<file path="src/rtl/multicycle_control.sv">
// Multi-cycle control FSM for the 16-bit TSC CPU: sequences IF/ID/EX/MEM/WB/HALT and decodes datapath strobes.
// Optional MC_INST_COUNT_EN builds the retired-instruction counter; otherwise num_inst_o is tied to zero.
module multicycle_control #(
  parameter int STATE_W = 3
) (
  input  logic        clk_i,
  input  logic        reset_i,
  input  logic [3:0]  opcode_i,
  input  logic [5:0]  func_i,
  input  logic        bcond_i,
  input  logic        mem_ready_i,
  output logic [4:0]  alu_func_o,
  output logic        alu_src_a_o,
  output logic [2:0]  alu_src_b_o,
  output logic        pc_write_o,
  output logic        pc_write_cond_o,
  output logic        ir_write_o,
  output logic        mem_read_o,
  output logic        mem_write_o,
  output logic        reg_write_o,
  output logic        i_or_d_o,
  output logic [1:0]  pc_source_o,
  output logic [1:0]  reg_dst_o,
  output logic [1:0]  mem_to_reg_o,
  output logic        wwd_o,
  output logic        halted_o,
  output logic [15:0] num_inst_o
);

  localparam logic [4:0] ALU_ADD  = 5'd0;
  localparam logic [4:0] ALU_SUB  = 5'd1;
  localparam logic [4:0] ALU_AND  = 5'd2;
  localparam logic [4:0] ALU_OR   = 5'd3;
  localparam logic [4:0] ALU_NOT  = 5'd4;
  localparam logic [4:0] ALU_TCP  = 5'd5;
  localparam logic [4:0] ALU_LLS  = 5'd6;
  localparam logic [4:0] ALU_ARS  = 5'd7;
  localparam logic [4:0] ALU_LHI  = 5'd8;
  localparam logic [4:0] ALU_BNE  = 5'd9;
  localparam logic [4:0] ALU_BEQ  = 5'd10;
  localparam logic [4:0] ALU_BGZ  = 5'd11;
  localparam logic [4:0] ALU_BLZ  = 5'd12;
  localparam logic [4:0] ALU_ZERO = 5'd15;

  localparam logic [3:0] OP_BNE = 4'd0;
  localparam logic [3:0] OP_BEQ = 4'd1;
  localparam logic [3:0] OP_BGZ = 4'd2;
  localparam logic [3:0] OP_BLZ = 4'd3;
  localparam logic [3:0] OP_ADI = 4'd4;
  localparam logic [3:0] OP_ORI = 4'd5;
  localparam logic [3:0] OP_LHI = 4'd6;
  localparam logic [3:0] OP_LWD = 4'd7;
  localparam logic [3:0] OP_SWD = 4'd8;
  localparam logic [3:0] OP_JMP = 4'd9;
  localparam logic [3:0] OP_JAL = 4'd10;
  localparam logic [3:0] OP_RT  = 4'd15;

  localparam logic [5:0] FN_JPR = 6'd25;
  localparam logic [5:0] FN_JRL = 6'd26;
  localparam logic [5:0] FN_WWD = 6'd28;
  localparam logic [5:0] FN_HLT = 6'd29;

  localparam logic [2:0] SRCB_REGB = 3'd0;
  localparam logic [2:0] SRCB_ONE  = 3'd1;
  localparam logic [2:0] SRCB_SE   = 3'd2;
  localparam logic [2:0] SRCB_ZE   = 3'd3;
  localparam logic [2:0] SRCB_ZERO = 3'd4;

  localparam logic [1:0] PCS_ALU    = 2'd0;
  localparam logic [1:0] PCS_ALUOUT = 2'd1;
  localparam logic [1:0] PCS_JUMP   = 2'd2;
  localparam logic [1:0] PCS_REGA   = 2'd3;

  localparam logic [1:0] DST_RT = 2'd0;
  localparam logic [1:0] DST_RD = 2'd1;
  localparam logic [1:0] DST_R2 = 2'd2;

  localparam logic [1:0] M2R_ALUOUT = 2'd0;
  localparam logic [1:0] M2R_MDR    = 2'd1;
  localparam logic [1:0] M2R_PC     = 2'd2;

  typedef enum logic [STATE_W-1:0] {S_IF, S_ID, S_EX, S_MEM, S_WB, S_HALT} state_t;

  state_t     state_q, state_d;
  logic       retire;
  logic       is_rtype;
  logic [4:0] rtype_alu;

  assign is_rtype = (opcode_i == OP_RT) && (func_i[5:3] == 3'b000);

  always_comb begin
    case (func_i[2:0])
      3'd0:    rtype_alu = ALU_ADD;
      3'd1:    rtype_alu = ALU_SUB;
      3'd2:    rtype_alu = ALU_AND;
      3'd3:    rtype_alu = ALU_OR;
      3'd4:    rtype_alu = ALU_NOT;
      3'd5:    rtype_alu = ALU_TCP;
      3'd6:    rtype_alu = ALU_LLS;
      default: rtype_alu = ALU_ARS;
    endcase
  end

  always_ff @(posedge clk_i) begin
    if (reset_i) state_q <= S_IF;
    else         state_q <= state_d;
  end

  always_comb begin
    state_d         = state_q;
    retire          = 1'b0;
    alu_func_o      = ALU_ZERO;
    alu_src_a_o     = 1'b0;
    alu_src_b_o     = SRCB_REGB;
    pc_write_o      = 1'b0;
    pc_write_cond_o = 1'b0;
    ir_write_o      = 1'b0;
    mem_read_o      = 1'b0;
    mem_write_o     = 1'b0;
    reg_write_o     = 1'b0;
    i_or_d_o        = 1'b0;
    pc_source_o     = PCS_ALU;
    reg_dst_o       = DST_RT;
    mem_to_reg_o    = M2R_ALUOUT;
    wwd_o           = 1'b0;
    // Reset suppresses every strobe in the same cycle, abandoning any pending access.
    if (!reset_i) begin
      case (state_q)
        S_IF: begin
          mem_read_o  = 1'b1;
          alu_func_o  = ALU_ADD;
          alu_src_b_o = SRCB_ONE;
          if (mem_ready_i) begin
            ir_write_o = 1'b1;
            pc_write_o = 1'b1;
            state_d    = S_ID;
          end
        end
        S_ID: begin
          // ALUOut captures PC + sext(imm8) here for a later branch.
          alu_func_o  = ALU_ADD;
          alu_src_b_o = SRCB_SE;
          state_d     = S_IF;
          retire      = 1'b1;
          case (opcode_i)
            OP_BNE, OP_BEQ, OP_BGZ, OP_BLZ, OP_ADI, OP_ORI, OP_LHI, OP_LWD, OP_SWD: begin
              state_d = S_EX;
              retire  = 1'b0;
            end
            OP_JMP: begin
              pc_write_o  = 1'b1;
              pc_source_o = PCS_JUMP;
            end
            OP_JAL: begin
              pc_write_o   = 1'b1;
              pc_source_o  = PCS_JUMP;
              reg_write_o  = 1'b1;
              reg_dst_o    = DST_R2;
              mem_to_reg_o = M2R_PC;
            end
            OP_RT: begin
              if (is_rtype) begin
                state_d = S_EX;
                retire  = 1'b0;
              end else begin
                case (func_i)
                  FN_JPR: begin
                    pc_write_o  = 1'b1;
                    pc_source_o = PCS_REGA;
                  end
                  FN_JRL: begin
                    pc_write_o   = 1'b1;
                    pc_source_o  = PCS_REGA;
                    reg_write_o  = 1'b1;
                    reg_dst_o    = DST_R2;
                    mem_to_reg_o = M2R_PC;
                  end
                  FN_WWD:  wwd_o = 1'b1;
                  FN_HLT:  state_d = S_HALT;
                  default: ;
                endcase
              end
            end
            default: ;
          endcase
        end
        S_EX: begin
          alu_src_a_o = 1'b1;
          state_d     = S_IF;
          case (opcode_i)
            OP_BNE, OP_BEQ, OP_BGZ, OP_BLZ: begin
              case (opcode_i)
                OP_BNE:  alu_func_o = ALU_BNE;
                OP_BEQ:  alu_func_o = ALU_BEQ;
                OP_BGZ:  alu_func_o = ALU_BGZ;
                default: alu_func_o = ALU_BLZ;
              endcase
              alu_src_b_o     = (opcode_i[1]) ? SRCB_ZERO : SRCB_REGB;
              pc_write_cond_o = 1'b1;
              pc_source_o     = PCS_ALUOUT;
              retire          = 1'b1;
            end
            OP_ADI: begin
              alu_func_o  = ALU_ADD;
              alu_src_b_o = SRCB_SE;
              state_d     = S_WB;
            end
            OP_ORI: begin
              alu_func_o  = ALU_OR;
              alu_src_b_o = SRCB_ZE;
              state_d     = S_WB;
            end
            OP_LHI: begin
              alu_func_o  = ALU_LHI;
              alu_src_b_o = SRCB_ZE;
              state_d     = S_WB;
            end
            OP_LWD, OP_SWD: begin
              alu_func_o  = ALU_ADD;
              alu_src_b_o = SRCB_SE;
              state_d     = S_MEM;
            end
            OP_RT: begin
              if (is_rtype) begin
                alu_func_o  = rtype_alu;
                alu_src_b_o = SRCB_REGB;
                state_d     = S_WB;
              end
            end
            default: ;
          endcase
        end
        S_MEM: begin
          i_or_d_o = 1'b1;
          if (opcode_i == OP_LWD) begin
            mem_read_o = 1'b1;
            if (mem_ready_i) state_d = S_WB;
          end else if (opcode_i == OP_SWD) begin
            mem_write_o = 1'b1;
            if (mem_ready_i) begin
              state_d = S_IF;
              retire  = 1'b1;
            end
          end else begin
            state_d = S_IF;
          end
        end
        S_WB: begin
          reg_write_o  = 1'b1;
          reg_dst_o    = is_rtype ? DST_RD : DST_RT;
          mem_to_reg_o = (opcode_i == OP_LWD) ? M2R_MDR : M2R_ALUOUT;
          state_d      = S_IF;
          retire       = 1'b1;
        end
        S_HALT: state_d = S_HALT;
        default: state_d = S_IF;
      endcase
    end
  end

  assign halted_o = (state_q == S_HALT);

  // The datapath qualifies the PC load with bcond; the FSM only raises pc_write_cond.
  logic unused_bcond;
  assign unused_bcond = bcond_i;

`ifdef MC_INST_COUNT_EN
  logic [15:0] num_inst_q, num_inst_d;

  assign num_inst_d = retire ? num_inst_q + 16'd1 : num_inst_q;

  always_ff @(posedge clk_i) begin
    if (reset_i) num_inst_q <= 16'h0000;
    else         num_inst_q <= num_inst_d;
  end

  assign num_inst_o = num_inst_q;
`else
  logic unused_retire;
  assign unused_retire = retire;
  assign num_inst_o    = 16'h0000;
`endif

endmodule

</file>
<file path="config.mk">
export PLATFORM = sky130hd
export DESIGN_NAME = multicycle_control
export DESIGN_NICKNAME = d
export VERILOG_FILES = /design/src/rtl/multicycle_control.sv
export SDC_FILE = /design/constraint.sdc
export NUM_CORES = 1
export LEC_CHECK = 0
export CORE_UTILIZATION = 35
export CTS_CLUSTER_SIZE = 20
export DETAILED_ROUTE_END_ITERATION = 6
export PLACE_DENSITY = 0.8
export SYNTH_ARGS = -nofsm -noshare
export SYNTH_HDL_FRONTEND = slang
export SYNTH_SLANG_ARGS = --single-unit
</file>
<file path="constraint.sdc">
create_clock -name clk_i -period 2.3 [get_ports clk_i]
set_clock_uncertainty 0.05 [all_clocks]
set_input_delay 0.23 -clock clk_i [delete_from_list [all_inputs] [get_ports clk_i]]
set_output_delay 0.23 -clock clk_i [all_outputs]
set_load 0.01 [all_outputs]
</file>
=== After elaboration in Yosys (flattened, before gate mapping) ===
Index checks and enable logic that the tools add are counted.

* Register bits: 3
* Bits of input ports: 14
* Output and inout port bits: 40
* Logic and storage cells: 113

* Eq/ne operators: 29
* Mux-type cells: 68
* Reductions and logical operators: 15

{| class="wikitable"
|+ Operators with widths
! cell !! number
|-
| 3-bit case mux with 3 select lines || 4
|-
| 1-bit two-way mux || 30
|-
| 3-bit two-way mux || 10
|-
| 5-bit case mux with 5 select lines || 1
|-
| 6-bit by 5-bit == test with 1-bit output (second input constant) || 4
|-
| 3-bit case mux with 7 select lines || 1
|-
| 2-bit case mux with 2 select lines || 5
|-
| 4-bit by 3-bit == test with 1-bit output (second input constant) || 4
|-
| 4-bit == test (second input constant) || 4
|-
| 3-bit == test (second input constant) || 5
|-
| 3-bit case mux with 5 select lines || 1
|-
| 2-bit two-way mux || 7
|-
| 3-bit by 2-bit == test with 1-bit output (second input constant) || 4
|-
| 5-bit two-way mux || 2
|-
| 1-bit case mux with 2 select lines || 5
|-
| 5-bit case mux with 2 select lines || 1
|-
| 2-bit OR reduction || 5
|-
| 3-bit zero test || 3
|-
| 9-bit OR reduction || 1
|-
| 4-bit by 2-bit == test with 1-bit output (second input constant) || 2
|-
| 3-bit by 1-bit == test with 1-bit output (second input constant) || 2
|-
| 3-bit inequality test (second input constant) || 2
|-
| 3-bit case mux with 2 select lines || 1
|-
| 3-bit OR reduction || 2
|-
| 6 further kinds || 6
|}

=== Logic depth before layout (Yosys ltp) ===
Gate-level depths: netlist of run 1.

* Depth after elaboration: 7
* Depth in mapped cells: 6
* Depth with buffers taken out: 4

=== Worst setup path after synthesis of run 1 ===
OpenSTA, ideal clock, no wires.

* Kind: reg-to-output
* Start: reg state_q[2]
* End: out wwd_o
* Arrival time: 1.328 ns
* Data required time: 2.020 ns
* Setup slack: 0.692 ns
* Cell stages (with the launch flop): 6
* Buffers on the path: 1
* Path through: dfxtp_1 -> or2_2 -> clkbuf_1 -> nor2_1 -> nand2_1 -> nor4b_2

* Cells in the longest elaborated chain, start to end: 3

{| class="wikitable"
|+ RTL lines
! what !! line !! source
|-
| from (decl) || 84 || <nowiki>state_t state_q, state_d;</nowiki>
|-
| from (signal assigned) || 106 || <nowiki>else state_q <= state_d;</nowiki>
|-
| 3-bit by 1-bit == test with 1-bit output || 128 || <nowiki>case (state_q)</nowiki>
|-
| 1-bit two-way mux || 128 ||
|-
| 1-bit two-way mux || 127 || <nowiki>if (!reset_i) begin</nowiki>
|-
| to (decl) || 25 || <nowiki>output logic wwd_o,</nowiki>
|}

Every way passes these cells.

=== Worst setup path in the final report of run 1 ===
* Start: in opcode_i[3]
* End: out alu_src_b_o[2]

* Cells in the longest elaborated chain, start to end: 5
* Elaborated cells between the ends (all ways): 15
* Those cells by class: eq/ne (8); mux (3); reduce/logical (4)

{| class="wikitable"
|+ RTL lines
! what !! line !! source
|-
| from (decl) || 8 || <nowiki>input logic [3:0] opcode_i,</nowiki>
|-
| 4-bit by 2-bit == test with 1-bit output, or another cell as far along || 190 || <nowiki>case (opcode_i)</nowiki>
|-
| 4-bit OR reduction, or another cell as far along || 190 ||
|-
| 3-bit case mux with 3 select lines (*) || 190 ||
|-
| 3-bit case mux with 3 select lines (*) || 128 ||
|-
| 3-bit two-way mux (*) || 127 ||
|-
| to (decl) || 14 || <nowiki>output logic [2:0] alu_src_b_o,</nowiki>
|}

Mark *: on every way between the ends. The rest lies on a longest branch, timed or not.

==> results.cfg, run 1 <==
[timing]
rsz0062_at_grt = no
worst_slack_ns = 0.0638
finalCritPeriodShare_pct = 97.2
fmax_ghz = 0.447
hold_viol = 0
setup-violations-final = 0
period_needed_ns = 2.24
drv_slew = 0

[finish]
reg_top3 = state_q (3)
fin_area_mm2 = 0.00141
drive_gt1_share_pct = 26.2
diodes = 0
nets = 198
fin_util_pct = 61.8
largest_reg_flops = 3
top_register = state_q
synthToLayoutAreaGrowth_pct = 62.2
finalNonFillerCells = 211

[die]
die_h_um = 51.8
num_rows = 17
initial_utilization_pct = 38.1
core_area_mm2 = 0.00228
ios = 54
die_w_um = 51.8
die_area_mm2 = 0.00268

[synth]
synth_area_leaders = buf_4, dfxtp_1, nor2_1, nand2_1, nor3_4
ys_types = 47
synthArstFlopShare_pct = 0
yosys.area.top_type = buf_4
yosysWarningCount = 0
synth.most_common_cell = buf_4
ys_seq_area_share_pct = 6.93
netlist_top_cells_count = buf_4, nor2_1, nand2_1
synth-seq-cells = 3
synth_edf_count = 0
post-synth-top-area-fraction_pct = 15.6
syn_area_um2 = 867
synth_cells = 126
yosys_most_used_dff = dfxtp_1
avgSynthCellArea_um2 = 6.88

[placement]
post-place-ws_ns = -0.0836
dpl.cell_count = 207
numPortBuffers = 35
routabilityCongestion = 0.854
postPlaceCellArea_mm2 = 0.00134
hpwl_um = 2140

[critical_path]
reg2reg_to = state_q[2]
crit_arrival_ns = 1.96
r2r-start = state_q[0]
reg2reg_setup_slack_ns = 0.82
crit_path_start_kind = input port
cp_max_fo = 10
worstRegToRegCells = 5
critPathRequiredTime_ns = 2.02
criticalPathCategory = in -> out
endpoint_kind = primary output

[route]
final_antenna_net_count = 0
drc_errors = 0
wire_per_inst_um = 13.0
dr.pass1.iters = 4
num_vias = 1081
drt_iter0_markers = 25
wirelength_um = 2740
vias_per_cell = 5.12

[clock_network]
clk_pin_slew_ns = 0.04
h-tree-depth = 1
root_buffer = clkbuf_4
clockBufferDepth = 2
numCtsBuffers = 3
cts_tree = done
cts_setup_buffers = 0
cts_hold_buffers = 0
clk_latency_ns = 0.24
clock-sinks = 3

[run]
maxCapViolCount = 0

[global_routing]
grt-ovfl-total = 0
grt_max_degree = 11
antenna_found_initial = 0
grt_pass1_wl_um = 4270
grt_pass1_vias = 948
track_usage_pct = 21.0

[power]
powerDensity_mw_per_mm2 = 262
vdd_drop_max_mv = 0.243
p_leak_nw = 0.668

[min_path]
min_to = state_q[0]
worstHoldPathType = reg -> reg
min_from = state_q[0]
whs_path_depth = 2

[status]
outcome = finished, final reports clean
-- timing repair --
action                     in CTS  in global routing
pin swaps                       0                  0
setup endpoints to repair      11                  8
resized for setup              13                 10
-- worst max path at each step --
stage	slack (ns)	endpoint	start
global placement	-0.04	mem_read_o	opcode_i[2]
global route	0.003	alu_src_b_o[2]	state_q[0]
floorplan	0.69	wwd_o	state_q[2]
CTS	0.01	pc_source_o[1]	opcode_i[1]
finish	0.06	alu_src_b_o[2]	opcode_i[3]
detailed placement	-0.08	alu_src_b_o[0]	opcode_i[2]
-- cell families (layout without fill, tap and decap cells) --
family | count (synthesis) | after routing | share of synthesized area (%)
other | 1 | 17 | 0.432
AOI/OAI and AO/OA | 31 | 31 | 27.1
buffers and inverters | 29 | 70 | 22.5
and+or+nand+nor | 61 | 61 | 42.0
xor gates and xnor gates | 1 | 1 | 1.01
DFF | 3 | 3 | 6.93
-- worst max-delay path, cell delays in order --
cell and delay, ns:
clkdlybuf4s50_1 0.44, buf_4 0.19, nor4_2 0.39, and2_1 0.18, clkdlybuf4s50_1 0.53
-- final cells by class --
type	instances	area (um^2)
Fill cell	217	870
Tap cell	28	35.0
Sequential cell	3	61.3
Clock buffer	4	26.3
Timing Repair Buffer	64	573
Multi-Input combinational cell	110	703
Inverter	2	7.51
-- routing by layer --
metal	vias up	track usage, %	part of all wire, %
met5	-	0	0
met4	0	4.95	0.36
met3	2	2.34	6.1
met2	53	34.8	49
met1	494	28.9	44
li1	532	-	-
-- stage by stage --
step / hold WS [ns] / power [mW] / TNS [ns]
after global placement: 0.542 / 0.266 / -0.230
after detailed placement: 0.534 / 0.269 / -0.469
after global routing: 0.577 / 0.397 / 0
after floorplan: 0.246 / 0.190 / 0
final: 0.547 / 0.369 / 0
after CTS: 0.540 / 0.367 / 0
-- layout by cell type (no fill, tap or decap), types with 4 or more instances in the layout --
cell type        count
nand2_1             10
conb_1              17
nor3_1               4
nor2b_1              4
dlymetal6s2s_1       5
buf_4               28
clkdlybuf4s50_1     21
nor2_1              14
a21oi_1              4
nand3_1              4
dlygate4sd2_1        9
-- power by group --
part / leakage [nW] / total (mW) / internal [mW] / switching [mW]
Combinational: 0.628 / 0.211 / 0.105 / 0.106
Sequential: 0.0250 / 0.0605 / 0.0557 / 0.00479
Clock: 0.0150 / 0.0976 / 0.0653 / 0.0322
Total: 0.668 / 0.369 / 0.226 / 0.143
(Power assumes the default switching activity.)
==> run 2: changes to the inputs <==
Settings changed: CORE_UTILIZATION 35 to 33, PLACE_DENSITY 0.8 to 0.79, SLEW_MARGIN set to 20.
Clock period 2.3 ns to 2.05 ns, I/O delays scaled along.
==> run 2 against run 1 <==
Worst hold slack worse by 0.011 ns; highest routed layer unchanged; utilization down 4.0 points; wire length is 0.95% higher; via count grew 1.5%; worst setup slack worse by 0.019 ns; critical path depth up 1; clock power increased by 6%; total power is 11% higher; count of clock-buffer cells in the layout is the same; register-to-register slack got worse by 0.22 ns; non-clock buffer count grew 5; combinational power grew 15%.
==> results.cfg, run 2 (same netlist as run 1, synthesis figures left out) <==
[die]
die_h_um = 53.3
die_w_um = 53.3
num_rows = 18
die_area_mm2 = 0.00284
ios = 54
core_area_mm2 = 0.00248
initial_utilization_pct = 35.0

[min_path]
worstHoldPathType = in -> reg

[clock_network]
clk_pin_slew_ns = 0.04
clock-sinks = 3
numCtsBuffers = 3
clk_latency_ns = 0.23
clockBufferDepth = 2
cts_tree = done
h-tree-depth = 1
root_buffer = clkbuf_4

[route]
drc_errors = 0
wirelength_um = 2770
final_antenna_net_count = 0
vias_per_cell = 5.03
num_vias = 1097
wire_per_inst_um = 12.7
drt_iter0_markers = 22
dr.pass1.iters = 4

[timing]
rsz0062_at_grt = no
hold_viol = 0
setup-violations-final = 0
worst_slack_ns = 0.0445
finalSetupTns_ns = 0
drv_slew = 0
period_needed_ns = 2.01
hold_slack_ns = 0.536
finalCritPeriodShare_pct = 97.8
fmax_ghz = 0.499

[power]
powerDensity_mw_per_mm2 = 287
vdd_drop_max_mv = 0.281
p_leak_nw = 0.674
total_power_mw = 0.412

[critical_path]
critPathRequiredTime_ns = 1.79
path_buf_inv = 3
crit_arrival_ns = 1.75
slowest_delay_ns = 0.42
crit_path_cell_trace = clkdlybuf4s50_1 -> or2_4 -> nor4_4 -> buf_4 -> and2_1 -> dlygate4sd2_1
reg2reg_setup_slack_ns = 0.60
endpoint_kind = primary output
criticalPathCategory = in -> out
crit_path_start_kind = input port
cp_slowest_cell = clkdlybuf4s50_1
cp_top_family = buffers and inverters
cp_max_fo = 6

[global_routing]
grt_pass1_vias = 1041
grt_max_degree = 11
grt_pass1_wl_um = 4360
grt-ovfl-total = 0
antenna_found_initial = 0
track_usage_pct = 20.6

[placement]
dpl.cell_count = 211
routabilityCongestion = 0.914
hpwl_um = 2220
numPortBuffers = 35
post-place-ws_ns = -0.374
postPlaceCellArea_mm2 = 0.00136

[finish]
layout_commonest_cell = buf_4
n_fill_cell = 258
diodes = 0
fin_util_pct = 57.8
top_register = state_q
fin_area_mm2 = 0.00143
largest_reg_flops = 3
final_cell_mix = buf_4, dlygate4sd2_1, conb_1
nets = 203
drive_gt1_share_pct = 31.4
synthToLayoutAreaGrowth_pct = 65.2
finalNonFillerCells = 218
reg_top3 = state_q (3)

[run]
maxCapViolCount = 0

[status]
outcome = finished, final reports clean
==> run 2: final timing paths <==
kind	depth (start not counted)	to	start
worst min-delay path	4	state_q[1]	opcode_i[3]
worst max register to register	6	state_q[2]	state_q[1]
worst min register to register	2	state_q[0]	state_q[1]
worst max-delay path	6	alu_src_b_o[2]	reset_i
==> run 2: cell type report <==
cell class,instances,area (um^2),share of cell area [%]
Multi-Input combinational cell,110,733,51.2
Timing Repair Buffer,69,568,39.7
Sequential cell,3,60.1,4.19
Inverter,2,7.51,0.524
Tap cell,30,37.5,2.62
Clock buffer,4,26.3,1.83
==> run 2: worst min-delay path, cell delays in order <==
cell and delay (ns):
dlymetal6s2s_1 0.16, buf_4 0.19, nand3b_1 0.10, a32o_1 0.11
==> run 2: power by group <==
part	leakage, nW	switching (mW)	internal, mW
Combinational	0.635	0.127	0.115
Sequential	0.0245	0.00433	0.0623
Clock	0.0150	0.0296	0.0729
Total	0.674	0.161	0.251
==> run 2: metal layers <==
metal	up-vias	global-route usage (%)	wire, um
met1	512	24.5	1170
li1	539	-	-
met4	0	1.32	15
met2	44	39.8	1430
met3	2	2.87	154
met5	-	0	0
==> run 2: what timing repair did <==
item / in CTS / in global routing
gates resized for setup: 38 / 8
endpoints found under the setup margin: 19 / 7
setup buffers: 2 / 1
pin swaps: 4 / 2
hold buffers: 0 / 0
==> RTL change 1, RTL diff (config.mk and constraints of run 2) <==
Encoding of `state_t`: now one-hot (6 bits for 6 states).
--- a/src/rtl/multicycle_control.sv
+++ b/src/rtl/multicycle_control.sv
@@ -79,7 +79,7 @@
   localparam logic [1:0] M2R_MDR    = 2'd1;
   localparam logic [1:0] M2R_PC     = 2'd2;
 
-  typedef enum logic [STATE_W-1:0] {S_IF, S_ID, S_EX, S_MEM, S_WB, S_HALT} state_t;
+  typedef enum logic [5:0] {S_IF = 6'b000001, S_ID = 6'b000010, S_EX = 6'b000100, S_MEM = 6'b001000, S_WB = 6'b010000, S_HALT = 6'b100000} state_t;
 
   state_t     state_q, state_d;
   logic       retire;
Behaviour: no difference found for any inputs over 10 cycles, from zero or initial values and one cycle with reset_i high; not proved beyond that.
==> RTL change 1 against run 2 <==
Worst setup slack got worse by 0.031 ns; combinational power increased by 17%; first-iteration DRC count grew 130%; global-route usage about the same; utilization increased by 8.5 points; sequential cell count rose by 3; cell area increased by 29%; power rose by 30%; area after synthesis increased by 13%; count of clock-buffer cells in the layout shrank 1; sequential share of layout area grew 2.5 points; routed wire length is 30% higher; largest power group unchanged.
==> RTL change 1: results (changes against run 2) <==
* Hold_sp: func_i[5]
* Routed met1 length at 1.549 mm (+33%)
* Peak supply drop at 240.8 uV (-14%)
* Regs by FF count: state_q (6)
* Setup Buffers After CTS at 11 (+9)
* FF-to-FF setup slack at 0.24 ns (-0.36 ns)
* Multi-input gates at 131 (+19%)
* Hold_ws at 0.4253 ns (-0.1111 ns)
* Yosys reg bits at 6 (+3)
* Post-synthesis sequential area ratio at 12.26% (+5.3 points)
* Clock net power at 121 uW (+17%)
* Run status: complete, no violations
* GRT Util Overall at 20.64% (about the same)
* Drt total wl at 3.596 mm (+30%)
* Drt via density at 5.202 (+3.4%)
* Dpl cell area at 1579 um2 (+16%)
* NonClk Buf Share at 42.71% (+3.1 points)
* Sequential share of cell area at 6.644% (+2.5 points)
* Met2 GRT Util at 35.29% (-4.5 points)
* Final nets at 257 (+27%)
* Worst EP arrival at 1.78 ns (+0.03 ns)
* Met3 Use GR at 2.535% (-0.34 points)
* Internal power at 330.1 uW (+32%)
* Pre-CTS setup slack at -0.3545 ns (+0.01908 ns)
* Clock Latency Late Sink at 0.26 ns (+0.03 ns)
* Ranking of synthesized cells by area: buf_4, dfxtp_1, nor2_1
* Iteration-0 DRC Markers at 50 (+130%)
* First-pass GRT wire length at 5.354 mm (+23%)
* Layout cells sized above 1 at 42.74% (+11 points)
* Synth cell types at 42 (-11%)
* Post_cts resized at 50 (+32%)
* Static Leakage at 0.0009302 uW (+38%)
* Commonest cells in the netlist: buf_4, nor2_1, o21ai_0
* Slowest stage cell on the critical path: dfxtp_1
* Clock buf count at 3 (-1)
* Vias in the first global route at 1248 (+20%)
* Synth Area per Inst at 6.575 um2 (-4.5%)
* Largest net degree at the start of global routing at 15 (+4)
* Post-DP HPWL at 2.461 mm (+11%)
* Fillers at 214 (-17%)
* WL per Instance at 13.22 um (+4.0%)
* GR Util met1 at 27.23% (+2.7 points)
* Hold Path End: state_q[4]$_SDFFE_PP0P_
* Clk tree area frac at 1.220% (-0.61 points)
* Comb power at 284 uW (+17%)
* R2r startpoint: state_q[1]$_SDFFE_PP0P_
* GP Congestion at 0.8398 (-8.1%)
* Placed cell count at 248 (+18%)
* Non-Clock Inverter Count at 3 (+1)
* Met3 routed WL at 225 um (+46%)
* Critical path's largest stage delay at 0.40 ns (-0.02 ns)
* FF+latch area at 122.6 um2 (+100%)
* WL met2 at 1.768 mm (+23%)
* Switching share of power at 38.14% (-0.97 points)
* Worst reg2reg endpoint: state_q[0]$_SDFFE_PP1P_
* Synth Instances at 149 (+18%)
* Critical path peak fanout at 8 (+2)
* Hold path cells at 5 (+1)
## RTL change 1: changes by cell type after synthesis, sizes merged, moves of 3 or more
| cell | delta |
|---|---|
| dfxtp | +3 |
| nand3b | -3 |
| nand4b | +3 |
| nor2 | +3 |
| o21ai | +7 |
| nand2 | -3 |
| nor3 | +4 |
## RTL change 1: worst max path at each step
stage	endpoint	slack [ns]	startpoint	depth (start not counted)
floorplan	alu_src_b_o[2]	0.28	state_q[3]$_SDFFE_PP0P_	4
CTS	wwd_o	-0.17	state_q[5]$_SDFFE_PP0P_	7
detailed placement	pc_write_o	-0.35	opcode_i[2]	7
finish	alu_src_b_o[0]	0.01	state_q[1]$_SDFFE_PP0P_	6
global placement	pc_write_o	-0.31	opcode_i[2]	7
global route	alu_src_b_o[2]	-0.07	state_q[3]$_SDFFE_PP0P_	8
## RTL change 1: cells by family after synthesis
kind of cell	Yosys count	synth area share, %
simple gates	75	42.91
compound gates	36	23.76
buf+inv	28	18.01
flops	6	12.26
xor+xnor	3	2.682
other cells	1	0.3828
==> RTL change 2, RTL diff (config.mk and constraints of run 2) <==
Without the edit above. `STATE_W`: 3 -> 6.
--- a/src/rtl/multicycle_control.sv
+++ b/src/rtl/multicycle_control.sv
@@ -1,7 +1,7 @@
 // Multi-cycle control FSM for the 16-bit TSC CPU: sequences IF/ID/EX/MEM/WB/HALT and decodes datapath strobes.
 // Optional MC_INST_COUNT_EN builds the retired-instruction counter; otherwise num_inst_o is tied to zero.
 module multicycle_control #(
-  parameter int STATE_W = 3
+  parameter int STATE_W = 6
 ) (
   input  logic        clk_i,
   input  logic        reset_i,
Function: no difference found for any inputs over 10 cycles, from zero or initial values and one cycle with reset_i high; that may be too few to reach the edited logic, so the function may still have changed.
==> RTL change 2 against run 2 <==
Combinational power increased by 3%; worst setup slack improved by 0.010 ns; maximum frequency increased by 0.50%; sequential cell count unchanged; synthesized cell count decreased by 0.79%; sequential share of layout area about the same; power increased by 2.1%; area after synthesis increased by 3.0%; first-iteration DRC count decreased by 59%; routed wire length increased by 5.1%; cell area increased by 6.9%; critical path type is now flop to output pin; critical endpoint is now alu_src_a_o; largest cell class unchanged; largest power group unchanged.
==> RTL change 2: results (changes against run 2) <==
* GP Congestion at 0.9173 (+0.39%)
* Post-synthesis sequential area ratio at 6.723% (-0.20 points)
* Largest delay share family, worst path: buffers and inverters
* Critical path peak fanout at 2 (-4)
* Antenna diodes at 0 (unchanged)
* Via count at 1146 (+4.5%)
* Dpl cell area at 1453 um2 (+6.8%)
* Synthesis Warnings at 0 (unchanged)
* Clock Latency Late Sink at 0.23 ns (about the same)
* Iteration-0 DRC Markers at 9 (-59%)
* Run status: complete, no violations
* Placed cell count at 220 (+4.3%)
* Synth Instances at 125 (-0.79%)
* CTS Buf Count at 3 (unchanged)
* Synth cell types at 53 (+13%)
* Drt via density at 5.026 (-0.12%)
* Worst Reg-to-Reg Cells at 4 (-2)
* First-pass GRT wire length at 4.560 mm (+4.6%)
* Hold path cells at 3 (-1)
* HP Class: primary input to flop
* Maximum root-to-sink buffer count at 2 (unchanged)
* Antenna violations before repair at 0 (unchanged)
* GRT Util Overall at 21.36% (+0.72 points)
* Worst EP arrival at approximately 1.7 ns
* Setup TNS at 0 ns (unchanged)
* Fillers at 235 (-8.9%)
* Pre-CTS setup slack at -0.4159 ns (-0.04238 ns)
* Largest net degree at the start of global routing at 14 (+3)
* H-tree depth reported by CTS at 1 (unchanged)
* Regs by FF count: state_q (3)
* Ranking of synthesized cells by area: buf_4, dfxtp_1, nor2_1
* Final nets at 213 (+4.9%)
* Multi-input logic area at 748.2 um2 (+2.0%)
* Post-DP HPWL at 2.302 mm (+3.9%)
* Peak supply drop at 283.5 uV (+1.1%)
* Port Buf Inserts at 35 (unchanged)
* Clock tree root driver cell: clkbuf_4
* Layout cells sized above 1 at 39.90% (+8.5 points)
* Initial DRT Pass Iterations at 4 (unchanged)
* Critical path's largest stage delay at 0.52 ns (+0.10 ns)
* FFs w/ async S/R, synth at 0% (unchanged)
* Drt total wl at 2.912 mm (+5.1%)
* Slowest stage cell on the critical path: clkdlybuf4s50_1
* Top_reg_cell synth: dfxtp_1
* Commonest cells in the netlist: buf_4, nor2_1, nand2_1
* EDFF count, synth at 0 (unchanged)
* Static Leakage at 0.0007662 uW (+14%)
* CTS clock-pin slew for the worst setup and hold paths at 0.04 ns (about the same)
RTL change 2: cell type report:
class / instances / share of cell area (%)
Timing Repair Buffer: 79 / 41.83
Sequential cell: 3 / 4.167
Inverter: 4 / 0.9804
Clock buffer: 4 / 1.716
Tap cell: 30 / 2.451
Multi-Input combinational cell: 108 / 48.86
RTL change 2: cells by family (layout without fill, tap and decap cells):
| family | count (synthesis) | in the layout | synth area share (%) |
|---|---|---|---|
| buffers and inverters | 30 | 87 | 22.83 |
| AOI/OAI and AO/OA | 33 | 33 | 28.85 |
| xor gates and xnor gates | 1 | 1 | 0.9806 |
| other | 1 | 17 | 0.4198 |
| DFF | 3 | 3 | 6.723 |
| and+or+nand+nor | 57 | 57 | 40.20 |
RTL change 2: path summary, 6_finish.rpt:
| kind | end | slack, ns | from |
|---|---|---|---|
| hold / removal | state_q[0]$_SDFFE_PP0P_ | 0.39 | reset_i |
| hold reg to reg | state_q[0]$_SDFFE_PP0P_ | 0.51 | state_q[0]$_SDFFE_PP0P_ |
| setup / recovery | alu_src_a_o | 0.05 | state_q[1]$_SDFFE_PP0P_ |
| setup reg to reg | state_q[2]$_SDFFE_PP0P_ | 0.60 | state_q[1]$_SDFFE_PP0P_ |
RTL change 2: per-layer routing:
metal | GRT usage, % | part of all wire, % | up-vias
li1 | - | - | 575
met1 | 24.26 | 44 | 528
met2 | 40.53 | 51 | 39
met3 | 0.8475 | 4.4 | 4
met4 | 9.402 | 0.79 | 0
met5 | 0 | 0 | -
RTL change 2: timing repair:
item,4_1_cts,5_1_grt
hold buffers,0,0
pin swaps,4,3
setup buffers,4,0
gates resized for setup,45,13
setup endpoints to repair,21,6
RTL change 2: power breakdown:
| group | internal, uW | switching (uW) |
|---|---|---|
| Clock | 72.9 | 29.9 |
| Sequential | 63.0 | 5.32 |
| Combinational | 120 | 129 |
